<file path="src/rtl/mandelbrot_regs_pkg.sv">
// Shared register map, response codes and FSM encodings for the Mandelbrot view
// register block and its AXI-Lite slave.
package mandelbrot_regs_pkg;

  localparam int REG_CTRL     = 0;
  localparam int REG_ZOOM_LO  = 1;
  localparam int REG_ZOOM_HI  = 2;
  localparam int REG_RE_LO    = 3;
  localparam int REG_RE_HI    = 4;
  localparam int REG_IM_LO    = 5;
  localparam int REG_IM_HI    = 6;
  localparam int REG_MAX_ITER = 7;
  localparam int REG_SCRATCH  = 8;

  // Read-only registers sit at the top of the map, counted back from NUM_REGS.
  localparam int OFS_STATUS    = 4;
  localparam int OFS_FRAME_CNT = 3;
  localparam int OFS_VERSION   = 2;
  localparam int OFS_ZERO      = 1;

  localparam int CTRL_EN     = 0;
  localparam int CTRL_COMMIT = 1;

  localparam logic [1:0]  AXI_OK  = 2'b00;
  localparam logic [1:0]  AXI_ERR = 2'b10;
  localparam logic [31:0] VERSION = 32'h0002_0000;

  typedef enum logic [2:0] {WR_IDLE, WR_WDATA, WR_WADDR, WR_WRITE, WR_RESP} wr_state_t;
  typedef enum logic [1:0] {RD_IDLE, RD_FETCH, RD_DATA} rd_state_t;

endpackage

</file>
<file path="src/rtl/axil_reg_slave.sv">
// AXI-Lite slave front end: independent write/read FSMs, address decode and
// response generation; presents a simple indexed register port to its parent.
module axil_reg_slave
  import mandelbrot_regs_pkg::*;
#(
  parameter int NUM_REGS   = 16,
  parameter int ADDR_WIDTH = 8,
  localparam int IDX_W     = $clog2(NUM_REGS)
) (
  input  logic                  s_axi_lite_aclk,
  input  logic                  periph_resetn,
  input  logic [ADDR_WIDTH-1:0] s_axi_lite_awaddr,
  input  logic                  s_axi_lite_awvalid,
  output logic                  s_axi_lite_awready,
  input  logic [31:0]           s_axi_lite_wdata,
  input  logic [3:0]            s_axi_lite_wstrb,
  input  logic                  s_axi_lite_wvalid,
  output logic                  s_axi_lite_wready,
  output logic [1:0]            s_axi_lite_bresp,
  output logic                  s_axi_lite_bvalid,
  input  logic                  s_axi_lite_bready,
  input  logic [ADDR_WIDTH-1:0] s_axi_lite_araddr,
  input  logic                  s_axi_lite_arvalid,
  output logic                  s_axi_lite_arready,
  output logic [31:0]           s_axi_lite_rdata,
  output logic [1:0]            s_axi_lite_rresp,
  output logic                  s_axi_lite_rvalid,
  input  logic                  s_axi_lite_rready,
  output logic                  wr_en,
  output logic [IDX_W-1:0]      wr_idx,
  output logic [31:0]           wr_data,
  output logic [3:0]            wr_strb,
  output logic [IDX_W-1:0]      rd_idx,
  input  logic [31:0]           rd_data
);

  wr_state_t wr_st, wr_nxt;
  rd_state_t rd_st, rd_nxt;
  logic [ADDR_WIDTH-1:0] aw_q, ar_q;
  logic [31:0] w_data_q;
  logic [3:0]  w_strb_q;
  logic wr_err, rd_err;

  function automatic logic addr_bad(logic [ADDR_WIDTH-1:0] a);
    return (a >> (2 + IDX_W)) != '0;
  endfunction

  assign wr_idx  = aw_q[2 +: IDX_W];
  assign rd_idx  = ar_q[2 +: IDX_W];
  assign wr_err  = addr_bad(aw_q) || (int'(wr_idx) >= NUM_REGS - OFS_STATUS);
  assign rd_err  = addr_bad(ar_q);
  assign wr_data = w_data_q;
  assign wr_strb = w_strb_q;

  always_comb begin
    wr_nxt             = wr_st;
    s_axi_lite_awready = 1'b0;
    s_axi_lite_wready  = 1'b0;
    s_axi_lite_bvalid  = 1'b0;
    wr_en              = 1'b0;
    case (wr_st)
      WR_IDLE: begin
        s_axi_lite_awready = 1'b1;
        s_axi_lite_wready  = 1'b1;
        if (s_axi_lite_awvalid && s_axi_lite_wvalid) wr_nxt = WR_WRITE;
        else if (s_axi_lite_awvalid)                 wr_nxt = WR_WDATA;
        else if (s_axi_lite_wvalid)                  wr_nxt = WR_WADDR;
      end
      WR_WDATA: begin
        s_axi_lite_wready = 1'b1;
        if (s_axi_lite_wvalid) wr_nxt = WR_WRITE;
      end
      WR_WADDR: begin
        s_axi_lite_awready = 1'b1;
        if (s_axi_lite_awvalid) wr_nxt = WR_WRITE;
      end
      WR_WRITE: begin
        wr_en  = !wr_err;
        wr_nxt = WR_RESP;
      end
      WR_RESP: begin
        s_axi_lite_bvalid = 1'b1;
        if (s_axi_lite_bready) wr_nxt = WR_IDLE;
      end
      default: wr_nxt = WR_IDLE;
    endcase
  end

  always_ff @(posedge s_axi_lite_aclk or negedge periph_resetn) begin
    if (!periph_resetn) begin
      wr_st            <= WR_IDLE;
      aw_q             <= '0;
      w_data_q         <= '0;
      w_strb_q         <= '0;
      s_axi_lite_bresp <= AXI_OK;
    end else begin
      wr_st <= wr_nxt;
      if (s_axi_lite_awvalid && s_axi_lite_awready) aw_q <= s_axi_lite_awaddr;
      if (s_axi_lite_wvalid && s_axi_lite_wready) begin
        w_data_q <= s_axi_lite_wdata;
        w_strb_q <= s_axi_lite_wstrb;
      end
      if (wr_st == WR_WRITE) s_axi_lite_bresp <= wr_err ? AXI_ERR : AXI_OK;
    end
  end

  always_comb begin
    rd_nxt             = rd_st;
    s_axi_lite_arready = 1'b0;
    s_axi_lite_rvalid  = 1'b0;
    case (rd_st)
      RD_IDLE: begin
        s_axi_lite_arready = 1'b1;
        if (s_axi_lite_arvalid) rd_nxt = RD_FETCH;
      end
      RD_FETCH: rd_nxt = RD_DATA;
      RD_DATA: begin
        s_axi_lite_rvalid = 1'b1;
        if (s_axi_lite_rready) rd_nxt = RD_IDLE;
      end
      default: rd_nxt = RD_IDLE;
    endcase
  end

  // rdata/rresp only load in FETCH, so they stay put for the whole DATA phase.
  always_ff @(posedge s_axi_lite_aclk or negedge periph_resetn) begin
    if (!periph_resetn) begin
      rd_st            <= RD_IDLE;
      ar_q             <= '0;
      s_axi_lite_rdata <= '0;
      s_axi_lite_rresp <= AXI_OK;
    end else begin
      rd_st <= rd_nxt;
      if (s_axi_lite_arvalid && s_axi_lite_arready) ar_q <= s_axi_lite_araddr;
      if (rd_st == RD_FETCH) begin
        s_axi_lite_rdata <= rd_err ? 32'h0 : rd_data;
        s_axi_lite_rresp <= rd_err ? AXI_ERR : AXI_OK;
      end
    end
  end

endmodule

</file>
<file path="src/rtl/mandelbrot_view_regs.sv">
// Mandelbrot view parameter registers: shadow copies written over AXI-Lite,
// promoted to the active outputs only at a frame_start while a commit is pending.
module mandelbrot_view_regs
  import mandelbrot_regs_pkg::*;
#(
  parameter int NUM_REGS    = 16,
  parameter int ADDR_WIDTH  = 8,
  parameter int WORD_LENGTH = 64,
  parameter int FRAC        = 60,
  parameter logic [63:0] RST_ZOOM = 64'd1024,
  parameter logic [15:0] RST_ITER = 16'd255,
  parameter logic [63:0] RST_IM   = 64'd0,
  parameter logic signed [63:0] RST_RE = -(64'sd3 <<< (FRAC - 2))
) (
  input  logic                   s_axi_lite_aclk,
  input  logic                   periph_resetn,
  input  logic [ADDR_WIDTH-1:0]  s_axi_lite_awaddr,
  input  logic                   s_axi_lite_awvalid,
  output logic                   s_axi_lite_awready,
  input  logic [31:0]            s_axi_lite_wdata,
  input  logic [3:0]             s_axi_lite_wstrb,
  input  logic                   s_axi_lite_wvalid,
  output logic                   s_axi_lite_wready,
  output logic [1:0]             s_axi_lite_bresp,
  output logic                   s_axi_lite_bvalid,
  input  logic                   s_axi_lite_bready,
  input  logic [ADDR_WIDTH-1:0]  s_axi_lite_araddr,
  input  logic                   s_axi_lite_arvalid,
  output logic                   s_axi_lite_arready,
  output logic [31:0]            s_axi_lite_rdata,
  output logic [1:0]             s_axi_lite_rresp,
  output logic                   s_axi_lite_rvalid,
  input  logic                   s_axi_lite_rready,
  input  logic                   frame_start,
  input  logic                   frame_done,
  output logic [WORD_LENGTH-1:0] zoom,
  output logic [WORD_LENGTH-1:0] re_center,
  output logic [WORD_LENGTH-1:0] im_center,
  output logic [15:0]            max_iter,
  output logic                   enable,
  output logic                   commit_ack
);

  localparam int IDX_W  = $clog2(NUM_REGS);
  localparam int NUM_RW = NUM_REGS - OFS_STATUS;
  localparam int HW     = WORD_LENGTH - 32;
  localparam logic [31:0] HI_MASK = 32'hFFFF_FFFF >> (64 - WORD_LENGTH);

  logic             wr_en;
  logic [IDX_W-1:0] wr_idx, rd_idx;
  logic [31:0]      wr_data, rd_data;
  logic [3:0]       wr_strb;
  logic [NUM_RW-1:0][31:0] rw_q, rw_nxt;
  logic             pending, commit_wr;
  logic [31:0]      frame_cnt;

  axil_reg_slave #(.NUM_REGS(NUM_REGS), .ADDR_WIDTH(ADDR_WIDTH)) u_slave (
    .s_axi_lite_aclk, .periph_resetn,
    .s_axi_lite_awaddr, .s_axi_lite_awvalid, .s_axi_lite_awready,
    .s_axi_lite_wdata, .s_axi_lite_wstrb, .s_axi_lite_wvalid, .s_axi_lite_wready,
    .s_axi_lite_bresp, .s_axi_lite_bvalid, .s_axi_lite_bready,
    .s_axi_lite_araddr, .s_axi_lite_arvalid, .s_axi_lite_arready,
    .s_axi_lite_rdata, .s_axi_lite_rresp, .s_axi_lite_rvalid, .s_axi_lite_rready,
    .wr_en, .wr_idx, .wr_data, .wr_strb, .rd_idx, .rd_data
  );

  function automatic logic [31:0] reg_mask(int i);
    case (i)
      REG_CTRL:                          return 32'h1;
      REG_ZOOM_HI, REG_RE_HI, REG_IM_HI: return HI_MASK;
      REG_MAX_ITER:                      return 32'h0000_FFFF;
      default:                           return 32'hFFFF_FFFF;
    endcase
  endfunction

  function automatic logic [31:0] rst_val(int i);
    case (i)
      REG_ZOOM_LO:  return RST_ZOOM[31:0];
      REG_ZOOM_HI:  return RST_ZOOM[63:32] & HI_MASK;
      REG_RE_LO:    return RST_RE[31:0];
      REG_RE_HI:    return RST_RE[63:32] & HI_MASK;
      REG_IM_LO:    return RST_IM[31:0];
      REG_IM_HI:    return RST_IM[63:32] & HI_MASK;
      REG_MAX_ITER: return {16'h0, RST_ITER};
      default:      return 32'h0;
    endcase
  endfunction

  // Next-state view of the shadow registers doubles as the read source so a
  // read in the same cycle as a write sees the new value.
  always_comb begin
    for (int i = 0; i < NUM_RW; i++) begin
      rw_nxt[i] = rw_q[i];
      if (wr_en && wr_idx == IDX_W'(i))
        for (int b = 0; b < 4; b++)
          if (wr_strb[b]) rw_nxt[i][8*b +: 8] = wr_data[8*b +: 8];
      rw_nxt[i] = rw_nxt[i] & reg_mask(i);
    end
  end

  assign commit_wr = wr_en && wr_idx == IDX_W'(REG_CTRL) && wr_strb[0] && wr_data[CTRL_COMMIT];

  always_ff @(posedge s_axi_lite_aclk or negedge periph_resetn) begin
    if (!periph_resetn) begin
      for (int i = 0; i < NUM_RW; i++) rw_q[i] <= rst_val(i);
      pending    <= 1'b0;
      commit_ack <= 1'b0;
      frame_cnt  <= '0;
      zoom       <= RST_ZOOM[WORD_LENGTH-1:0];
      re_center  <= RST_RE[WORD_LENGTH-1:0];
      im_center  <= RST_IM[WORD_LENGTH-1:0];
      max_iter   <= RST_ITER;
      enable     <= 1'b0;
    end else begin
      rw_q       <= rw_nxt;
      commit_ack <= frame_start && pending;
      if (frame_done) frame_cnt <= frame_cnt + 32'd1;
      if (frame_start && pending) begin
        pending   <= 1'b0;
        zoom      <= {rw_q[REG_ZOOM_HI][HW-1:0], rw_q[REG_ZOOM_LO]};
        re_center <= {rw_q[REG_RE_HI][HW-1:0], rw_q[REG_RE_LO]};
        im_center <= {rw_q[REG_IM_HI][HW-1:0], rw_q[REG_IM_LO]};
        max_iter  <= rw_q[REG_MAX_ITER][15:0];
        enable    <= rw_q[REG_CTRL][CTRL_EN];
      end else if (commit_wr) begin
        pending <= 1'b1;
      end
    end
  end

  always_comb begin
    rd_data = 32'h0;
    if (int'(rd_idx) < NUM_RW)                            rd_data = rw_nxt[rd_idx];
    else if (rd_idx == IDX_W'(NUM_REGS - OFS_STATUS))    rd_data = {31'h0, pending};
    else if (rd_idx == IDX_W'(NUM_REGS - OFS_FRAME_CNT)) rd_data = frame_cnt;
    else if (rd_idx == IDX_W'(NUM_REGS - OFS_VERSION))   rd_data = VERSION;
  end

endmodule
</file>
<file path="config.mk">
export PLATFORM = sky130hd
export DESIGN_NAME = mandelbrot_view_regs
export DESIGN_NICKNAME = d
export VERILOG_FILES = /design/src/rtl/mandelbrot_regs_pkg.sv /design/src/rtl/axil_reg_slave.sv /design/src/rtl/mandelbrot_view_regs.sv
export SDC_FILE = /design/constraint.sdc
export NUM_CORES = 1
export LEC_CHECK = 0
export BUFFER_PORTS_ARGS = -buffer_cell sky130_fd_sc_hd__buf_2
export CAP_MARGIN = 10
export CORE_ASPECT_RATIO = 2
export CORE_MARGIN = 2
export CORE_UTILIZATION = 59
export CTS_CLUSTER_SIZE = 10
export DETAILED_ROUTE_END_ITERATION = 8
export PLACE_DENSITY = 0.91
export SYNTH_ARGS = -nofsm -noshare
export SYNTH_HDL_FRONTEND = slang
export SYNTH_HIERARCHICAL = 1
export SYNTH_SLANG_ARGS = --single-unit
</file>
<file path="constraint.sdc">
create_clock -name s_axi_lite_aclk -period 3.85 [get_ports s_axi_lite_aclk]
set_clock_uncertainty 0.05 [all_clocks]
set_input_delay 0.385 -clock s_axi_lite_aclk [delete_from_list [all_inputs] [get_ports s_axi_lite_aclk]]
set_output_delay 0.385 -clock s_axi_lite_aclk [all_outputs]
set_load 0.005 [all_outputs]
</file>
==> qor.csv <==
stage,metric,value,unit
timing,setup_violations,0,
global_route,busiest_layer,met2,
critical_path,critPathArrivalTime,4.04,ns
timing,timing.final.hold_violations,0,
yosys,ys_warn_count,6,
place,io_buffers,305,
yosys,async_flop_share,100.0,%
timing,fin_ws,0.2568,ns
yosys,synth.top_cells.by_area,"dfrtp_1, mux2_2, dfstp_2",
global_route,grt_use_met2,57.70,%
drt,drc,0,
clock_network,cts_resized,0,
critical_path,cp-start-kind,flip-flop,
timing,finalCritPeriodShare,93.33,%
cells_and_area,multi_input_area,12190,um^2
drt,dr.pass1.iters,8,
clock_network,root_buffer,clkbuf_16,
yosys,yosys_most_used_dff,dfrtp_1,
cells_and_area,area.growth.synth_to_final,16.87,%
drt,wirelength,89810,um
critical_path,required,4.30,ns
yosys,syn_area,29750,um^2
global_route,use_met3,6.516,%
clock_network,htree_levels,3,
drt,ant_nets,0,
place,pre_cts_slack,0.3015,ns
place,dpl_cell_area,32120,um^2
clock_network,cts_tree,built,
yosys,synth_seq_cells,667,
cells_and_area,drive_gt1_share,40.86,%
critical_path,crit_type,flip-flop to flip-flop,
timing,worst_pin_slew,1.374,ns
floorplan,dieArea,52350,um^2
global_route,grt_pass1_vias,23310,
floorplan,die_h,321.6,um
critical_path,worst_setup_path_end_kind,flip-flop,
cells_and_area,final_common_cell,dfrtp_1,
floorplan,rows,116,
timing,slew_violations,0,
timing,rsz0062_at_grt,no,
drt,num_vias,22030,
drt,wl_per_cell,26.49,um
yosys,ys_types,80,
global_route,grt_pass1_wl,137200,um
timing,max_freq,278.3,MHz
critical_path,worstPathMaxFanout,9,
timing,relSlewSlack,8.057,%
cells_and_area,nNetsFinal,2760,
floorplan,core_area,49930,um^2
yosys,syn_avg_cell_area,12.74,um^2
global_route,antenna_found_initial,0,
clock_network,clkLatencyLatePin,0.61,ns
clock_network,cts_buffers,76,
power,power.leakage,17.64,nW
clock_network,clk_path_buf_depth,3,
yosys,synth-edff-count,0,
hold_path,holdCritPathClass,input pin to flip-flop,
floorplan,ioPinCount,312,
clock_network,cts.sinks,667,
timing,fin_crit,3.593,ns
cells_and_area,seqCellArea,16730,um^2
drt,drt_iter0_markers,1984,
global_route,grt_usage,34.65,%
clock_network,clkTransAtPathRegs,0.06,ns
cells_and_area,finalCoreUtilization,69.65,%
global_route,grt-ovfl-total,0,
status,outcome,"complete, no violations",
cells_and_area,fillers,3405,
yosys,synth_top_cell_by_area,dfrtp_1,
yosys,synth.top_cell.area_share,53.74,%
power,vdd_drop_max,0.4722,mV
global_route,grt_max_degree,110,
floorplan,die_w,162.8,um
global_route,grt_util_met1,40.58,%
floorplan,start_util,59.59,%
place,dpl.hpwl,59650,um
drt,viasPerCell,6.495,
yosys,synth-seq-area-share,56.22,%
timing,setup_tns,0,ns
cells_and_area,fin_area,34770,um^2
power,powerDensity,663.3,nW/um^2
cells_and_area,final_cell_mix,"dfrtp_1, mux2_2, buf_2",
critical_path,r2r_cells,10,
place,routabilityCongestion,0.9178,
yosys,syn-instance-count,2336,
hold_path,holdPathStages,2,
run,maxCapViolCount,0,
power breakdown:
| group | switching [W] | total [W] | internal [W] |
|---|---|---|---|
| clock network | 0.00278 | 0.00656 | 0.00377 |
| registers | 0.00199 | 0.0102 | 0.00818 |
| logic | 0.00366 | 0.00633 | 0.00267 |
synth_stat cells (all sizes together) (16+ instances only):
library cell  count
mux2            565
clkbuf           93
o22ai            58
nor2            110
nand3            28
dfrtp           639
xnor2            25
a22o             32
o221ai           16
buf              70
or3              27
o21ai           114
a21oi            75
dfstp            28
o211ai           17
nand2           158
mux2i            29
nor3             37
what timing repair did:
action                    4_1_cts  5_1_grt
hold endpoints to repair      140        0
hold buffers                   50        0
setup buffers                   0        0
sequential cells by signal (all words and copies together) (netlist names), 6 cells and up:
name / cells
rw_q: 337
im_center: 64
re_center: 64
zoom: 64
frame_cnt: 32
u_slave/s_axi_lite_rdata: 32
u_slave/wr_data: 32
max_iter: 16
u_slave/ar_q: 6
u_slave/aw_q: 6
metal layers:
layer | up-vias | part of all wire [%] | routed length [um]
met1 | 11040 | 35 | 31390
met3 | 436 | 7.5 | 6740
met4 | 0 | 7.5 | 6741
met2 | 1325 | 50 | 44950
met5 | - | 0 | 0
li1 | 9223 | - | -
path summary, 6_finish.rpt:
kind	end	slack, ns	start
setup reg to reg	u_slave/s_axi_lite_rdata[31]	0.26	u_slave/wr_st[2]
hold reg to reg	zoom[59]	0.44	rw_q[91]
hold / removal	u_slave/wr_data[30]	0.02	s_axi_lite_wdata[30]
min in group asynchronous	re_center[11]	0.33	periph_resetn
setup / recovery	u_slave/s_axi_lite_rdata[31]	0.26	u_slave/wr_st[2]
max in group asynchronous	max_iter[4]	2.33	periph_resetn
layout make-up:
type / count / area share [%]
inverter: 16 / 0.1727
timing repair buffer: 446 / 8.146
clock inverter: 1 / 0.02519
clock buffer: 120 / 6.156
sequential: 667 / 48.11
tap: 649 / 2.335
multi-input combinational: 1491 / 35.04
antenna: 1 / 0.007196
critical path, cell delays in order, from the launching register on:
cell	delay (ns)
dfrtp_1	0.49
nand3b_1	0.29
nor2_1	0.29
or4b_1	0.57
buf_4	0.24
nor2_4	0.32
mux2_2	0.40
and3_1	0.17
nor4_1	0.31
nand3_1	0.12
a22o_1	0.23
per-stage QoR:
step                power, W  hold WS (ns)  instances
finish               0.02306       0.02307       3391
global route         0.02387       0.02115       3390
CTS                  0.02278       0.01048       3390
detailed placement   0.01615        0.4150       3219
floorplan            0.01357       0.03941       2337
global placement     0.01581        0.3954       3219
logic make-up after synthesis:
group                    after synthesis  synth area share, %
buffers and inverters                179                2.923
multiplexers                         594                22.74
other                                  1              0.01260
AND/OR/NAND/NOR                      438                7.569
AO/OA/AOI/OAI                        423                9.504
adder cells (fa/ha/maj)                1              0.04205
XOR/XNOR                              33               0.9967
flip-flops                           667                56.22
(Power assumes the default switching activity.)
